===== config.mk =====
export PLATFORM = sky130hd
export DESIGN_NAME = std_cache_bypass_responder
export DESIGN_NICKNAME = d
export VERILOG_FILES = /design/src/rtl/std_cache_bypass_pkg.sv /design/src/rtl/std_cache_bypass_responder.sv
export SDC_FILE = /design/constraint.sdc
export NUM_CORES = 1
export LEC_CHECK = 0
export ABC_AREA = 1
export ABC_CLOCK_PERIOD_IN_PS = 9360
export CAP_MARGIN = 15
export CORE_ASPECT_RATIO = 1.5
export CORE_MARGIN = 2
export CORE_UTILIZATION = 25
export DETAILED_ROUTE_END_ITERATION = 10
export PLACE_DENSITY = 0.63
export SLEW_MARGIN = 20
export SYNTH_ARGS = -nofsm -noshare
export SYNTH_HDL_FRONTEND = slang
export SYNTH_SLANG_ARGS = --single-unit

===== constraint.sdc =====
create_clock -name clk_i -period 9.36 [get_ports clk_i]
set_input_delay 0.936 -clock clk_i [delete_from_list [all_inputs] [get_ports clk_i]]
set_output_delay 0.936 -clock clk_i [all_outputs]
set_load 0.01 [all_outputs]

===== src/rtl/std_cache_bypass_pkg.sv =====
// Request/response types shared between the cache bypass arbiter and the
// bypass responder.
//   bypass_req_t : req, reqtype, amo, id, addr, wdata, we, be, size
//   bypass_rsp_t : gnt, valid, rdata
package std_cache_bypass_pkg;

    typedef struct packed {
        logic        req;
        logic        reqtype;
        logic [3:0]  amo;
        logic [3:0]  id;
        logic [63:0] addr;
        logic [63:0] wdata;
        logic        we;
        logic [7:0]  be;
        logic [1:0]  size;
    } bypass_req_t;

    typedef struct packed {
        logic        gnt;
        logic        valid;
        logic [63:0] rdata;
    } bypass_rsp_t;

endpackage


===== src/rtl/std_cache_bypass_responder.sv =====
// Memory-side responder for the std cache bypass port (uncacheable / I/O).
// Each granted bypass request becomes exactly one single-beat access on a
// req/gnt/rvalid memory port. Only one transaction is in flight at a time.
// A watchdog turns a missing memory response into an error response, and a
// saturating counter tracks completed responses.
//
// Ports:
//   clk_i, rst_i        clock, asynchronous active-high reset
//   bypass_req_i        request from the cache (amo/reqtype/id/size unused)
//   bypass_rsp_o        gnt (combinational, IDLE only), valid (1 cycle), rdata
//   mem_req_o/gnt_i     memory request handshake
//   mem_we_o, mem_addr_o (8-byte aligned), mem_wdata_o, mem_be_o
//   mem_rvalid_i, mem_rdata_i   memory response
//   timeout_o           one-cycle pulse when the watchdog expires
//   txn_cnt_o           saturating count of completed responses
module std_cache_bypass_responder
    import std_cache_bypass_pkg::*;
#(
    parameter int unsigned TIMEOUT_CYCLES = 32'd1024,
    parameter int unsigned CNT_WIDTH      = 32'd32
) (
    input  logic                 clk_i,
    input  logic                 rst_i,
    input  bypass_req_t          bypass_req_i,
    output bypass_rsp_t          bypass_rsp_o,
    output logic                 mem_req_o,
    input  logic                 mem_gnt_i,
    output logic                 mem_we_o,
    output logic [63:0]          mem_addr_o,
    output logic [63:0]          mem_wdata_o,
    output logic [7:0]           mem_be_o,
    input  logic                 mem_rvalid_i,
    input  logic [63:0]          mem_rdata_i,
    output logic                 timeout_o,
    output logic [CNT_WIDTH-1:0] txn_cnt_o
);

    // Watchdog counter only needs to reach TIMEOUT_CYCLES-1.
    localparam int unsigned    WD_W     = (TIMEOUT_CYCLES > 32'd1) ? 32'($clog2(TIMEOUT_CYCLES)) : 32'd1;
    localparam bit             WD_EN    = (TIMEOUT_CYCLES != 32'd0);
    localparam logic [WD_W-1:0] WD_LAST = WD_W'(TIMEOUT_CYCLES - 32'd1);
    localparam logic [63:0]    ERR_DATA = 64'hDEAD_BEEF_DEAD_BEEF;

    typedef enum logic [1:0] {
        ST_IDLE  = 2'd0,
        ST_ISSUE = 2'd1,
        ST_WAIT  = 2'd2,
        ST_RESP  = 2'd3
    } state_e;

    state_e                state_r;
    state_e                state_nxt_s;
    logic                  we_r;
    logic [63:3]           addr_r;
    logic [63:0]           wdata_r;
    logic [7:0]            be_r;
    logic [63:0]           rdata_r;
    logic [WD_W-1:0]       wd_r;
    logic [CNT_WIDTH-1:0]  txn_cnt_r;

    logic                  gnt_s;
    logic                  issue_s;
    logic                  wd_expire_s;
    logic                  rsp_load_s;
    logic [63:0]           rsp_data_s;

    // Request attributes and sub-doubleword address bits are not needed:
    // every access is a full-lane load/store and the requester aligns bytes.
    logic unused_s;
    assign unused_s = ^{bypass_req_i.reqtype, bypass_req_i.amo, bypass_req_i.id,
                        bypass_req_i.size, bypass_req_i.addr[2:0]};

    // Next-state decode, grant, watchdog expiry and response data selection.
    always_comb begin
        state_nxt_s = state_r;
        gnt_s       = 1'b0;
        wd_expire_s = 1'b0;
        rsp_load_s  = 1'b0;
        rsp_data_s  = 64'd0;
        case (state_r)
            ST_IDLE: begin
                if (bypass_req_i.req) begin
                    gnt_s       = 1'b1;
                    state_nxt_s = ST_ISSUE;
                end else begin
                    state_nxt_s = ST_IDLE;
                end
            end
            ST_ISSUE: begin
                if (mem_gnt_i) begin
                    state_nxt_s = ST_WAIT;
                end else begin
                    state_nxt_s = ST_ISSUE;
                end
            end
            ST_WAIT: begin
                // A response arriving in the expiry cycle wins over the watchdog.
                if (mem_rvalid_i) begin
                    rsp_load_s  = 1'b1;
                    rsp_data_s  = we_r ? 64'd0 : mem_rdata_i;
                    state_nxt_s = ST_RESP;
                end else if (WD_EN && (wd_r == WD_LAST)) begin
                    wd_expire_s = 1'b1;
                    rsp_load_s  = 1'b1;
                    rsp_data_s  = ERR_DATA;
                    state_nxt_s = ST_RESP;
                end else begin
                    state_nxt_s = ST_WAIT;
                end
            end
            ST_RESP: begin
                state_nxt_s = ST_IDLE;
            end
            default: begin
                state_nxt_s = ST_IDLE;
            end
        endcase
    end

    // FSM state register.
    always_ff @(posedge clk_i or posedge rst_i) begin
        if (rst_i) begin
            state_r <= ST_IDLE;
        end else begin
            state_r <= state_nxt_s;
        end
    end

    // Capture the granted request; held stable for the whole transaction.
    always_ff @(posedge clk_i or posedge rst_i) begin
        if (rst_i) begin
            we_r    <= 1'b0;
            addr_r  <= 61'd0;
            wdata_r <= 64'd0;
            be_r    <= 8'd0;
        end else if (gnt_s) begin
            we_r    <= bypass_req_i.we;
            addr_r  <= bypass_req_i.addr[63:3];
            wdata_r <= bypass_req_i.wdata;
            be_r    <= bypass_req_i.be;
        end
    end

    // Watchdog: cleared on memory grant, counts every cycle spent in WAIT.
    always_ff @(posedge clk_i or posedge rst_i) begin
        if (rst_i) begin
            wd_r <= '0;
        end else if ((state_r == ST_ISSUE) && mem_gnt_i) begin
            wd_r <= '0;
        end else if (state_r == ST_WAIT) begin
            wd_r <= wd_r + WD_W'(1);
        end
    end

    // Response data register (memory data, zero for writes, or error pattern).
    always_ff @(posedge clk_i or posedge rst_i) begin
        if (rst_i) begin
            rdata_r <= 64'd0;
        end else if (rsp_load_s) begin
            rdata_r <= rsp_data_s;
        end
    end

    // Completed-response counter, saturating at all-ones.
    always_ff @(posedge clk_i or posedge rst_i) begin
        if (rst_i) begin
            txn_cnt_r <= '0;
        end else if ((state_r == ST_RESP) && (txn_cnt_r != {CNT_WIDTH{1'b1}})) begin
            txn_cnt_r <= txn_cnt_r + CNT_WIDTH'(1);
        end
    end

    // Memory-side outputs are only driven while the request is being issued.
    assign issue_s     = (state_r == ST_ISSUE);
    assign mem_req_o   = issue_s;
    assign mem_we_o    = issue_s & we_r;
    assign mem_addr_o  = issue_s ? {addr_r, 3'b000} : 64'd0;
    assign mem_wdata_o = issue_s ? wdata_r : 64'd0;
    assign mem_be_o    = issue_s ? be_r : 8'd0;

    assign bypass_rsp_o = '{gnt: gnt_s, valid: (state_r == ST_RESP), rdata: rdata_r};
    assign timeout_o    = wd_expire_s;
    assign txn_cnt_o    = txn_cnt_r;

endmodule


==> metrics.yaml <==
drt_iter0_drc: 452
tns_ps: 0
final_nets: 2037
initial_core_util: 0.252
routed_wl_um: 35900
crit_chain: "nor2_1 > inv_4 > buf_4 > nor2_1 > clkdlybuf4s50_1"
ant_nets: 0
finalNonFillerCells: 2420
filler_cell_count: 4522
placed_cells: 2372
setup_viol: 0
drc: 0
viasPerCell: 4.28
numCtsBuffers: 26
worst_hold_slack_ps: 470
powerDensity_nw_per_um2: 279
clkTransAtPathRegs_ps: 60
fmax_mhz: 242
antenna_found_initial: 1
crit_arrival_ps: 3200
grt_pass1_wl_um: 55400
netlist_instances: 1420
max_stage_delay_ps: 820
clkSinkCount: 242
seq_area_frac_synth: 0.540
drive_gt1_frac: 0.0517
numPortBuffers: 436
skew_ps: 10.2
cts_setup_buffers: 0
finalHoldViolCount: 0
post-route-period-util: 0.442
ir_worst_vdd_mv: 0.182
cts_tree: "yes"
holdBufCountCts: 0
vias: 10400
cpMostUsedCell: "nor2_1"
fin_crit_ps: 4140
floorplan.io_pins: 454
synth_largest_area_cell: "dfrtp_1"
criticalPathCategory: "flop to output pin"
place_ws_ps: 4990
place.gp.congestion: 0.864
tightestPinTransition_ps: 1060
die_w_um: 177
hp-class: "flop to flop"
maxCapViolations: 0
drtPass1Iterations: 5
cp-start-kind: "flop"
ys_seq_elements: 242
grt_overflow: 0
worstSetupEndpointType: "output pin"
core_um2: 44600
grt_start_max_net_pins: 122
root_buffer: "clkbuf_16"
yosys_warnings: 0
cts_resized: 0
syn_to_final_growth_pct: 50.4
synth.distinct_cells: 34
cp_slowest_cell: "buf_4"
status: "completed"
rows: 95
grt_usage: 0.149
worstPathRequired_ps: 8420
slew-limit-headroom: 0.293
synth_area_leaders: "dfrtp_1, nand2_1, o21ai_0"
syn_avg_cell_area_um2: 7.90
timing.final.ws_setup_ps: 5220
r2r_slack_ps: 6020
fp.dieArea_um2: 46600
synth_area_um2: 11200
leakage_uw: 0.00753
cts_max_level: 1
final_max_slew_viol_count: 0
crit_fanout: 98
wl_per_cell_um: 14.8
chipHeight_um: 263
clk-insertion-delay-late_ps: 540
dpl.hpwl_um: 25900
netlist.area_leader.share: 0.540
rsz0062_at_grt: "false"
grt_pass1_vias: 10400
clockBufferDepth: 3
==> path summary, 6_finish.rpt <==
path	startpoint	endpoint	cells after the start
setup reg to reg	state_r[0]$_DFF_PP0_	wdata_r[53]$_DFFE_PP0P_	6
hold reg to reg	rdata_r[11]$_DFFE_PP0P_	rdata_r[11]$_DFFE_PP0P_	2
setup / recovery	flop	mem_wdata_o[15]	5
min in group asynchronous	rst_i	addr_r[3]$_DFFE_PP0P_	2
max in group asynchronous	rst_i	rdata_r[27]$_DFFE_PP0P_	3
hold / removal	rdata_r[11]$_DFFE_PP0P_	rdata_r[11]$_DFFE_PP0P_	2
==> critical path: cells and delay by family, from the launching register on <==
family	cells	cell delay [ps]
buffers and inverters	3	1720
DFF	1	450
and+or+nand+nor	2	390
==> final cells by class <==
cell class / count / area (µm²) / share of cell area
antenna: 1 / 2.50 / 0.000148
clock buffer: 37 / 763 / 0.0453
clock inverter: 10 / 111 / 0.00660
inverter: 199 / 757 / 0.0449
multi-input combinational: 908 / 4040 / 0.240
sequential: 242 / 6060 / 0.359
tap: 582 / 728 / 0.0432
timing repair buffer: 441 / 4400 / 0.261
==> Yosys cell counts (all sizes together) <==
cell    instances
inv           199
nor3b           1
nor3            3
nand4          11
mux2i           1
nor4            1
o22ai           2
xnor2           3
nand2         412
conb            1
buf            42
xor2            4
nand3b         11
nor2          200
dfrtp         242
ha              2
clkbuf         31
a21oi          61
o211ai          1
o21ai         153
nand3          37
and2            1
a31oi           1
==> cell families (layout without fill, tap and decap cells) <==
logic type      count (synthesis)  count (layout)  synth area share
fa+ha+maj                       2               2           0.00223
mux                             1               1          0.000893
buf+inv                       272             687             0.101
flops                         242             242             0.540
other cells                     1               4          0.000334
simple gates                  677             677             0.246
compound gates                218             218             0.104
xor+xnor                        7               7           0.00547
==> metal layers <==
metal,part of all wire,wire length [µm],global-route usage
met5,0,0,0
met4,0.031,1120,0.0514
met3,0.085,3070,0.0440
met2,0.50,18000,0.270
met1,0.38,13700,0.164
==> cells in the final DEF (no fill, tap or decap), drive strengths merged <==
cell type,instances
clkdlybuf4s50,436
nand2,412
dfrtp,242
inv,200
nor2,200
o21ai,153
a21oi,61
nand3,37
clkbuf,37
nand4,11
nand3b,11
buf,5
xor2,4
clkinv,4
xnor2,3
nor3,3
conb,3
clkinvlp,3
o22ai,2
ha,2
bufinv,2
diode,1
o211ai,1
nor4,1
and2,1
nor3b,1
mux2i,1
a31oi,1
==> stage by stage <==
stage                     total power, µW  cell area (µm²)  utilization
final                                4710            16900        0.378
after global routing                 5060            16900        0.378
after CTS                            4790            16900        0.378
after detailed placement             3680            16000        0.359
after global placement               3630            16000        0.359
after floorplan                      2660            11200            -
==> registers in the layout, indices dropped and copies added, names as in the netlist, named ones only <==
name       cells
rdata_r       64
wdata_r       64
addr_r        61
txn_cnt_o     32
wd_r          10
be_r           8
state_r        1
we_r           1
==> where the power goes <==
group | switching, µW | total [µW] | internal, µW
combinational | 1080 | 1990 | 914
sequential | 170 | 1650 | 1480
clock | 448 | 1070 | 623
Note: power is estimated with default switching activity, not from simulation.
